**src/rtl/blur_window_fetch_if.sv**
```systemverilog
// Bundle of the control, memory-read and window-presentation signals of the
// blur window fetcher. The fetcher is the master; its environment is the slave.
interface blur_window_fetch_if #(
  parameter int ADDR_BITS  = 20,
  parameter int COORD_BITS = 16
);

  // Frame control
  logic                  start;
  logic [ADDR_BITS-1:0]  img_base;
  logic                  frame_done;

  // Byte-wide memory read port, one request in flight at a time
  logic                  mem_rd_en;
  logic [ADDR_BITS-1:0]  mem_addr;
  logic [7:0]            mem_rd_data;
  logic                  mem_rd_valid;

  // Window presented to the blur controller
  logic                  win_valid;
  logic                  win_ready;
  logic [159:0]          win_pixels;
  logic [COORD_BITS-1:0] anchor_x;
  logic [COORD_BITS-1:0] anchor_y;

  modport master (
    input  start,
    input  img_base,
    input  mem_rd_data,
    input  mem_rd_valid,
    input  win_ready,
    output mem_rd_en,
    output mem_addr,
    output win_valid,
    output win_pixels,
    output anchor_x,
    output anchor_y,
    output frame_done
  );

  modport slave (
    output start,
    output img_base,
    output mem_rd_data,
    output mem_rd_valid,
    output win_ready,
    input  mem_rd_en,
    input  mem_addr,
    input  win_valid,
    input  win_pixels,
    input  anchor_x,
    input  anchor_y,
    input  frame_done
  );

endinterface

```
**src/rtl/blur_window_fetch.sv**
```systemverilog
// Blur window fetcher: walks a 16-pixel anchor across a byte-per-pixel frame,
// reads a 20-pixel window (anchor_x-2 .. anchor_x+17) for every anchor with
// edge clamping, and hands each window to the blur controller over
// valid/ready. Row addresses are stepped by adding the frame width, so no
// multiplier is needed.
module blur_window_fetch #(
  parameter int IMG_WIDTH  = 640,
  parameter int IMG_HEIGHT = 480,
  parameter int ADDR_BITS  = 20,
  parameter int COORD_BITS = 16
) (
  input  logic                clk,
  input  logic                rst,
  blur_window_fetch_if.master bus
);

  typedef enum logic [2:0] {
    IDLE,
    REQ,
    WAIT,
    PRESENT,
    DONE
  } state_t;

  localparam logic [4:0]             K_LAST     = 5'd19;
  localparam logic [COORD_BITS-1:0]  X_STEP     = COORD_BITS'(16);
  localparam logic [COORD_BITS-1:0]  X_LAST     = COORD_BITS'(IMG_WIDTH - 16);
  localparam logic [COORD_BITS-1:0]  Y_LAST     = COORD_BITS'(IMG_HEIGHT - 1);
  localparam logic [COORD_BITS-1:0]  COL_MAX    = COORD_BITS'(IMG_WIDTH - 1);
  localparam logic signed [COORD_BITS:0] WIDTH_S = (COORD_BITS+1)'(IMG_WIDTH);
  localparam logic signed [COORD_BITS:0] TWO_S   = (COORD_BITS+1)'(2);
  localparam logic [ADDR_BITS-1:0]   ROW_STRIDE = ADDR_BITS'(IMG_WIDTH);

  state_t                state_q, state_d;
  logic [COORD_BITS-1:0] x_q, x_d;
  logic [COORD_BITS-1:0] y_q, y_d;
  logic [4:0]            k_q, k_d;
  logic [ADDR_BITS-1:0]  rowBase_q, rowBase_d;
  logic [159:0]          pix_q, pix_d;

  logic signed [COORD_BITS:0] colS;
  logic [COORD_BITS-1:0]      colC;
  logic [ADDR_BITS-1:0]       addrSum;

  // Column of the current slot relative to the anchor, one bit wider so the
  // two columns left of x=0 come out negative instead of wrapping.
  assign colS = $signed({1'b0, x_q})
              + $signed({{(COORD_BITS-4){1'b0}}, k_q})
              - TWO_S;

  // Clamp the slot column onto the frame so off-edge slots repeat the edge pixel.
  always_comb begin
    colC = colS[COORD_BITS-1:0];
    if (colS < 0) begin
      colC = '0;
    end else if (colS >= WIDTH_S) begin
      colC = COL_MAX;
    end
  end

  // Byte address of the slot; wraps naturally at the address width.
  assign addrSum = rowBase_q + ADDR_BITS'(colC);

  // State and datapath registers, cleared by synchronous reset.
  always_ff @(posedge clk) begin
    if (rst) begin
      state_q   <= IDLE;
      x_q       <= '0;
      y_q       <= '0;
      k_q       <= '0;
      rowBase_q <= '0;
      pix_q     <= '0;
    end else begin
      state_q   <= state_d;
      x_q       <= x_d;
      y_q       <= y_d;
      k_q       <= k_d;
      rowBase_q <= rowBase_d;
      pix_q     <= pix_d;
    end
  end

  // Next-state logic: fetch 20 slots one read at a time, present the window,
  // then advance the anchor along the row and down the frame.
  always_comb begin
    state_d   = state_q;
    x_d       = x_q;
    y_d       = y_q;
    k_d       = k_q;
    rowBase_d = rowBase_q;
    pix_d     = pix_q;

    case (state_q)
      IDLE: begin
        if (bus.start) begin
          x_d       = '0;
          y_d       = '0;
          k_d       = '0;
          rowBase_d = bus.img_base;
          state_d   = REQ;
        end
      end

      REQ: begin
        state_d = WAIT;
      end

      WAIT: begin
        if (bus.mem_rd_valid) begin
          pix_d[{k_q, 3'b000} +: 8] = bus.mem_rd_data;
          if (k_q == K_LAST) begin
            state_d = PRESENT;
          end else begin
            k_d     = k_q + 5'd1;
            state_d = REQ;
          end
        end
      end

      PRESENT: begin
        if (bus.win_ready) begin
          k_d = '0;
          if (x_q < X_LAST) begin
            x_d     = x_q + X_STEP;
            state_d = REQ;
          end else if (y_q < Y_LAST) begin
            x_d       = '0;
            y_d       = y_q + COORD_BITS'(1);
            rowBase_d = rowBase_q + ROW_STRIDE;
            state_d   = REQ;
          end else begin
            state_d = DONE;
          end
        end
      end

      DONE: begin
        state_d = IDLE;
      end

      default: begin
        state_d = IDLE;
      end
    endcase
  end

  // Outputs decode the registered state and are forced low whenever reset is
  // asserted, including the first reset cycle before the registers clear.
  assign bus.mem_rd_en  = !rst && (state_q == REQ);
  assign bus.mem_addr   = (!rst && (state_q == REQ)) ? addrSum : '0;
  assign bus.win_valid  = !rst && (state_q == PRESENT);
  assign bus.win_pixels = rst ? '0 : pix_q;
  assign bus.anchor_x   = rst ? '0 : x_q;
  assign bus.anchor_y   = rst ? '0 : y_q;
  assign bus.frame_done = !rst && (state_q == DONE);

endmodule

```
**src/flat_wrapper.sv**
```systemverilog
// flat-port wrapper written by rule: the top's interface ports become plain ports
module blur_window_fetch_flat 
#(
  parameter int IMG_WIDTH  = 640,
  parameter int IMG_HEIGHT = 480,
  parameter int ADDR_BITS  = 20,
  parameter int COORD_BITS = 16
)
  (clk, rst, bus_start, bus_img_base, bus_mem_rd_data, bus_mem_rd_valid, bus_win_ready, bus_mem_rd_en, bus_mem_addr, bus_win_valid, bus_win_pixels, bus_anchor_x, bus_anchor_y, bus_frame_done);
  blur_window_fetch_if #(.ADDR_BITS(ADDR_BITS), .COORD_BITS(COORD_BITS)) bus_i ();
  input  logic clk;
  input  logic rst;
  input wire logic [$bits(bus_i.start)-1:0] bus_start;
  input wire logic [$bits(bus_i.img_base)-1:0] bus_img_base;
  input wire logic [$bits(bus_i.mem_rd_data)-1:0] bus_mem_rd_data;
  input wire logic [$bits(bus_i.mem_rd_valid)-1:0] bus_mem_rd_valid;
  input wire logic [$bits(bus_i.win_ready)-1:0] bus_win_ready;
  output wire logic [$bits(bus_i.mem_rd_en)-1:0] bus_mem_rd_en;
  output wire logic [$bits(bus_i.mem_addr)-1:0] bus_mem_addr;
  output wire logic [$bits(bus_i.win_valid)-1:0] bus_win_valid;
  output wire logic [$bits(bus_i.win_pixels)-1:0] bus_win_pixels;
  output wire logic [$bits(bus_i.anchor_x)-1:0] bus_anchor_x;
  output wire logic [$bits(bus_i.anchor_y)-1:0] bus_anchor_y;
  output wire logic [$bits(bus_i.frame_done)-1:0] bus_frame_done;
  assign bus_i.start = bus_start;
  assign bus_i.img_base = bus_img_base;
  assign bus_i.mem_rd_data = bus_mem_rd_data;
  assign bus_i.mem_rd_valid = bus_mem_rd_valid;
  assign bus_i.win_ready = bus_win_ready;
  assign bus_mem_rd_en = bus_i.mem_rd_en;
  assign bus_mem_addr = bus_i.mem_addr;
  assign bus_win_valid = bus_i.win_valid;
  assign bus_win_pixels = bus_i.win_pixels;
  assign bus_anchor_x = bus_i.anchor_x;
  assign bus_anchor_y = bus_i.anchor_y;
  assign bus_frame_done = bus_i.frame_done;
  blur_window_fetch #(.IMG_WIDTH(IMG_WIDTH), .IMG_HEIGHT(IMG_HEIGHT), .ADDR_BITS(ADDR_BITS), .COORD_BITS(COORD_BITS)) u_core (.clk(clk), .rst(rst), .bus(bus_i));
endmodule
```
**config.mk**
```make
export PLATFORM = sky130hd
export DESIGN_NAME = blur_window_fetch_flat
export DESIGN_NICKNAME = d
export VERILOG_FILES = /design/src/rtl/blur_window_fetch_if.sv /design/src/rtl/blur_window_fetch.sv /design/src/flat_wrapper.sv
export SDC_FILE = /design/constraint.sdc
export NUM_CORES = 1
export LEC_CHECK = 0
export BUFFER_PORTS_ARGS = -buffer_cell sky130_fd_sc_hd__buf_2
export CAP_MARGIN = 10
export CORE_ASPECT_RATIO = 0.6
export CORE_MARGIN = 2
export CORE_UTILIZATION = 50
export DETAILED_ROUTE_END_ITERATION = 8
export PLACE_DENSITY_LB_ADDON = 0.05
export SYNTH_ARGS = -nofsm -noshare
export SYNTH_HDL_FRONTEND = slang
export SYNTH_SLANG_ARGS = --single-unit
```
**constraint.sdc**
```tcl
create_clock -name clk -period 7.2 [get_ports clk]
set_input_delay 0.36 -clock clk [delete_from_list [all_inputs] [get_ports clk]]
set_output_delay 0.36 -clock clk [all_outputs]
set_load 0.02 [all_outputs]
```
==> metrics.yaml, run 1 <==
clock_tree:
  cts_tree: "built"
  clockRootBuffer: "clkbuf_16"
  clk_latency_ns: 0.51
  cts_setup_buffers: 0
  path_clk_slew_ns: 0.06
  cts_hold_buf: 0
  cts_made_buffers: 22
  htreeDepth: 1
  clock_sinks: 216
  clk_path_buf_depth: 3
placement:
  portBuffers: 243
  dp.cells: 2003
  place_congestion: 0.9112
  place_ws_ns: 0.8514
  post-dp-hpwl_mm: 26.53
yosys:
  async_flop_share_pct: 0
  syn_area_per_cell_um2: 7.943
  synth_warnings: 0
  synth_top_area_cell: "dfxtp_1"
  ys_seq_elements: 216
  synth_area_mm2: 0.01198
  synthCells: 1508
  synthTopCellsByCount: "dfxtp_1, nor2_1, nor2b_1, nand2_1, a21oi_1"
  synth.most_common_cell: "dfxtp_1"
  synth_cell_types: 81
  synth_edf_count: 0
  ys.flop_type: "dfxtp_1"
  synth_area_leaders: "dfxtp_1, nor2b_1, ha_1"
  synth.top_cell.area_share_pct: 36.10
  seq_area_frac_synth_pct: 36.10
setup_path:
  reg2reg_depth: 11
  arrival_ns: 6.22
  startpoint: "u_core.k_q[2]"
  endpoint_kind: "output pin"
  cp-endpoint: "bus_mem_addr[18]"
  critPathMaxFanout: 7
  start_kind: "flip-flop"
  rrSetupSlack_ns: 3.58
  required_ns: 6.84
  r2r-end: "u_core.pix_q[121]"
  rr_startpoint: "u_core.k_q[2]"
  crit_type: "reg -> out"
floorplanning:
  start_util_pct: 51.42
  ios: 248
  rows: 43
  coreArea_mm2: 0.02330
  die_area_mm2: 0.02525
  die_w_um: 203.8
  die_height_um: 123.9
detailed_routing:
  wire_per_inst_um: 17.57
  ant_nets: 0
  drt_wl_total_mm: 35.95
  drtPass1Iterations: 5
  drc: 0
  drt_iter0_drc: 783
  viasPerCell: 5.448
  dr_total_vias: 11150
timing:
  drv_slew: 0
  setup_tns_ns: 0
  tightestPinTransition_ns: 1.184
  min_period_over_period_pct: 91.32
  hold_viol: 0
  setup_violations: 0
  fin_skew_ns: 0.01585
  fmax_mhz: 152.1
  timing.final.ws_setup_ns: 0.6248
  period_minus_slack_ns: 6.575
  slew-limit-headroom_pct: 20.74
  grt_setup_unrepaired: "no"
grt:
  grt_pass1_vias: 9856
  grt_use_total_pct: 27.59
  antenna_found_initial: 1
  grt_overflow: 0
  grt_max_degree: 136
  grt_pass1_wl_mm: 55.01
cells_and_area:
  synthToLayoutAreaGrowth_pct: 18.67
  final_nets: 1806
  drive_above_1_share_pct: 19.95
  finalNonFillerCells: 2046
outcome:
  status: "finished, final reports clean"
power:
  leakagePower_nw: 6.497
  peakVddDrop_mv: 0.1678
  cellPowerDensity_mw_per_mm2: 201.7
job:
  max_cap_viol_count: 0
worst_hold_path:
  hp-class: "in -> reg"
cells in the final DEF, fill, tap and decap left out, types with 60 or more instances in the layout:
cell,count
dfxtp_1,216
inv_1,60
nor2_1,169
o21ai_0,62
nand2_1,142
a21oi_1,109
mux2i_1,60
nand3_1,104
buf_2,242
nor2b_1,164
through the flow:
stage	hold WS, ns	utilization [%]	cell area [µm²]	total power, mW
2_1_floorplan	0.4273	-	12020	1.514
3_3_place_gp	0.4371	57.41	13370	1.600
3_5_place_dp	0.4426	57.41	13370	1.605
4_1_cts	0.07323	60.87	14180	2.880
5_1_grt	0.1163	60.99	14210	2.972
6_report	0.08045	61.01	14210	2.867
critical path, cell delays in order (launching register included):
cell and delay [ns]:
dfxtp_1 0.52, inv_1 0.21, fa_1 0.47, nor2b_1 0.19, o31ai_4 0.27, a211oi_2 0.13
o41ai_2 0.41, xnor2_1 0.19, a221oi_2 0.12, nor4_4 0.46, a21oi_1 0.15, ha_1 0.24
fa_1 0.44, a211oi_1 0.29, o21ai_1 0.15, a31oi_1 0.30, or3_1 0.17, o21ai_1 0.10
o41ai_2 0.38, o21ai_0 0.17, a21oi_1 0.15, buf_2 0.20
layer usage:
metal / vias up / track usage (%) / share of wire, % / routed length, µm
met1: 5225 / 44.35 / 51 / 18350
met3: 36 / 6.175 / 9.2 / 3316
met4: 0 / 4.334 / 1.1 / 386
li1: 5497 / - / - / -
met5: - / 0 / 0 / 0
met2: 389 / 36.93 / 39 / 13900
worst min-delay path by stage:
| stage | from | to | slack, ns | cells after the start |
|---|---|---|---|---|
| floorplan | u_core.pix_q[24] | u_core.pix_q[24] | 0.43 | 2 |
| global placement | u_core.pix_q[26] | u_core.pix_q[26] | 0.44 | 2 |
| detailed placement | u_core.pix_q[113] | u_core.pix_q[113] | 0.44 | 2 |
| CTS | bus_img_base[3] | u_core.rowBase_q[3] | 0.07 | 3 |
| global route | bus_img_base[4] | u_core.rowBase_q[4] | 0.12 | 3 |
| finish | bus_img_base[3] | u_core.rowBase_q[3] | 0.08 | 3 |
registers in the layout, summed over array words and instances, names as in the netlist:
signal / cells
u_core.x_q: 12
u_core.y_q: 16
u_core.k_q: 5
u_core.state_q: 3
u_core.rowBase_q: 20
u_core.pix_q: 160
final cells by class:
type                    instances  area (µm²)
diodes                          2       5.005
clock buffers                  28       634.4
clock inverters                12       172.7
fillers                      2171        9082
inverters                      60       225.2
multi-input cells            1161        7161
flip-flops and latches        216        4324
well taps                     315       394.1
repair buffers                252        1297
cell families (layout without fill, tap and decap cells):
| group | count (synthesis) | after routing | share of synthesized area (%) |
|---|---|---|---|
| AND/OR/NAND/NOR | 721 | 721 | 30.60 |
| AO/OA/AOI/OAI | 257 | 257 | 12.96 |
| flip-flops | 216 | 216 | 36.10 |
| buffers and inverters | 141 | 352 | 4.763 |
| multiplexers | 70 | 70 | 5.954 |
| adder cells (fa/ha/maj) | 60 | 60 | 6.393 |
| XOR/XNOR | 42 | 42 | 3.196 |
| other | 1 | 13 | 0.03131 |
power breakdown:
part | internal [mW] | switching, mW | leakage (nW) | total (mW)
clock network | 0.771 | 0.507 | 0.395 | 1.28
registers | 1.21 | 0.0259 | 1.74 | 1.24
logic | 0.118 | 0.231 | 4.36 | 0.350
repair_timing:
item,CTS,global route
endpoints found under the setup margin,0,2
hold endpoints to repair,0,0
resized for setup,0,2
Power figures use the tool's default switching activity.
==> run 2, diff against run 1 <==
==> constraint.sdc (replaced) <==
create_clock -name clk -period 7.2 [get_ports clk]
set_input_delay 0.36 -clock clk [delete_from_list [all_inputs] [get_ports clk]]
set_output_delay 0.36 -clock clk [all_outputs]
set_load 0.005 [all_outputs]
==> metrics.yaml, run 2 (synthesis results as in run 1) <==
floorplanning:
  coreArea_mm2: 0.02330  # unchanged
  start_util_pct: 51.42  # unchanged
  die_area_mm2: 0.02525  # unchanged
  rows: 43  # unchanged
  die_w_um: 203.8  # unchanged
  die_height_um: 123.9  # unchanged
  ios: 248  # unchanged
timing:
  setup_violations: 0  # unchanged
  tightestPinTransition_ns: 1.199  # +0.01494 ns
  grt_setup_unrepaired: "no"
  hold_viol: 0  # unchanged
  drv_slew: 0  # unchanged
  fmax_mhz: 154.1  # +1.3%
  setup_tns_ns: 0  # unchanged
  slew-limit-headroom_pct: 19.60  # -1.1 points
  min_period_over_period_pct: 90.11  # -1.2 points
  period_minus_slack_ns: 6.488  # -0.08740 ns
  timing.final.ws_setup_ns: 0.7122  # +0.08740 ns
  fin_skew_ns: 0.01688  # +0.001032 ns
detailed_routing:
  drtPass1Iterations: 5  # unchanged
  drt_iter0_drc: 959  # +22%
  wire_per_inst_um: 17.48  # -0.54%
  ant_nets: 0  # unchanged
  viasPerCell: 5.394  # -1.0%
  drt_wl_total_mm: 35.65  # -0.83%
  dr_total_vias: 11000  # -1.3%
  drc: 0  # unchanged
cells_and_area:
  top_regs: "u_core.pix_q (160), u_core.rowBase_q (20), u_core.y_q (16)"
  final_cell_area_mm2: 0.01412  # -0.63%
  final_common_cell: "buf_2"
  antenna_cells: 0  # -2
  drive_above_1_share_pct: 19.42  # -0.53 points
  final_nets: 1803  # -0.17%
  largest_register: "u_core.pix_q"
  synthToLayoutAreaGrowth_pct: 17.91
  largest_reg_flops: 160  # unchanged
  final_cell_mix: "buf_2, dfxtp_1, nor2_1, nor2b_1, nand2_1"
grt:
  grt_use_total_pct: 27.25  # -0.34 points
  grt_max_degree: 217  # +60%
  grt_pass1_vias: 9645  # -2.1%
  grt_pass1_wl_mm: 54.73  # -0.50%
  grt_overflow: 0  # unchanged
  antenna_found_initial: 3  # +2
setup_path:
  reg2reg_depth: 10  # -1
  arrival_ns: 6.13  # -0.09 ns
  r2r-end: "u_core.pix_q[123]"
  crit_type: "reg -> out"
  start_kind: "flip-flop"
  critPathMaxFanout: 7  # unchanged
  required_ns: 6.84  # about the same
  rr_startpoint: "u_core.k_q[2]"
  endpoint_kind: "output pin"
  rrSetupSlack_ns: 3.04  # -0.54 ns
clock_tree:
  clk_latency_ns: 0.51  # about the same
  clockRootBuffer: "clkbuf_16"
  clock_sinks: 216  # unchanged
  clk_path_buf_depth: 3  # unchanged
  path_clk_slew_ns: 0.07  # about the same
  cts_hold_buf: 0  # unchanged
  cts_made_buffers: 22  # unchanged
  ctsResizeCount: 0  # unchanged
  htreeDepth: 1  # unchanged
  cts_setup_buffers: 0  # unchanged
  cts_tree: "built"
worst_hold_path:
  min_to: "u_core.rowBase_q[4]"
  hp-class: "in -> reg"
  holdPathStages: 3  # unchanged
  hp-start: "bus_img_base[4]"
power:
  cellPowerDensity_mw_per_mm2: 195.7  # -3.0%
  peakVddDrop_mv: 0.1563  # -6.9%
  leakagePower_nw: 6.447  # -0.78%
outcome:
  status: "finished, final reports clean"
placement:
  post-dp-hpwl_mm: 26.03  # -1.9%
  post_dp_cell_area_mm2: 0.01336  # about the same
  place_congestion: 0.9063  # -0.54%
  portBuffers: 243  # unchanged
  place_ws_ns: 1.068  # +0.2163 ns
job:
  max_cap_viol_count: 0  # unchanged
==> run 2: cell types whose count changed in the layout (fill, tap and decap cells not counted), sizes merged <==
cell | before | now
clkbuf | 28 | 33
clkinv | 5 | 2
diode | 2 | 0
bufinv | 4 | 2
clkinvlp | 2 | 1
buf | 252 | 249
==> run 2: per-stage QoR <==
step           util [%]  instances  hold slack, ns  total power, mW
2_1_floorplan         -       1518          0.4273            1.502
3_3_place_gp      57.37       2000          0.4372            1.587
3_5_place_dp      57.37       2000          0.4417            1.590
4_1_cts           60.54       2039         0.08288            2.768
5_1_grt           60.63       2040          0.1328            2.859
6_report          60.63       2040         0.08784            2.765
==> run 2: critical path, cell delays in order, from the launching register on <==
cell	delay (ns)
dfxtp_1	0.51
inv_1	0.20
fa_1	0.47
nor2b_1	0.18
o31ai_4	0.27
a211oi_2	0.13
o41ai_2	0.41
xnor2_1	0.19
a221oi_2	0.12
nor4_4	0.44
a21oi_1	0.13
ha_1	0.23
fa_1	0.42
a211oi_1	0.28
o21ai_1	0.14
a31oi_1	0.28
or3_1	0.16
o21ai_1	0.08
o41ai_1	0.49
o21ai_0	0.17
a21oi_1	0.14
buf_2	0.14
==> run 2: layer usage <==
metal	up-vias	share of wire, %	track usage [%]
li1	5488	-	-
met1	5103	52	44.65
met2	384	38	36.05
met3	28	8.6	5.625
met4	0	1.1	3.604
met5	-	0	0
==> run 2: layout make-up <==
class / instances / area (µm²)
repair buffers: 249 / 1287
flip-flops and latches: 216 / 4324
multi-input cells: 1161 / 7153
clock inverters: 6 / 86.33
inverters: 60 / 225.2
clock buffers: 33 / 653.1
fillers: 2109 / 9173
well taps: 315 / 394.1
==> run 2: power breakdown <==
| group | internal [mW] | total [mW] | switching, mW | leakage [nW] |
|---|---|---|---|---|
| Sequential | 1.21 | 1.24 | 0.0257 | 1.74 |
| Clock | 0.700 | 1.19 | 0.492 | 0.360 |
| Combinational | 0.118 | 0.334 | 0.216 | 4.34 |
==> run 2: how the worst max path moves through the flow <==
stage,start,end,depth (start not counted)
floorplan,u_core.k_q[2],bus_mem_addr[18],20
global placement,u_core.k_q[2],bus_mem_addr[18],21
detailed placement,u_core.k_q[2],bus_mem_addr[18],21
CTS,u_core.k_q[2],bus_mem_addr[18],21
global route,u_core.k_q[2],bus_mem_addr[18],21
finish,u_core.k_q[2],bus_mem_addr[18],21
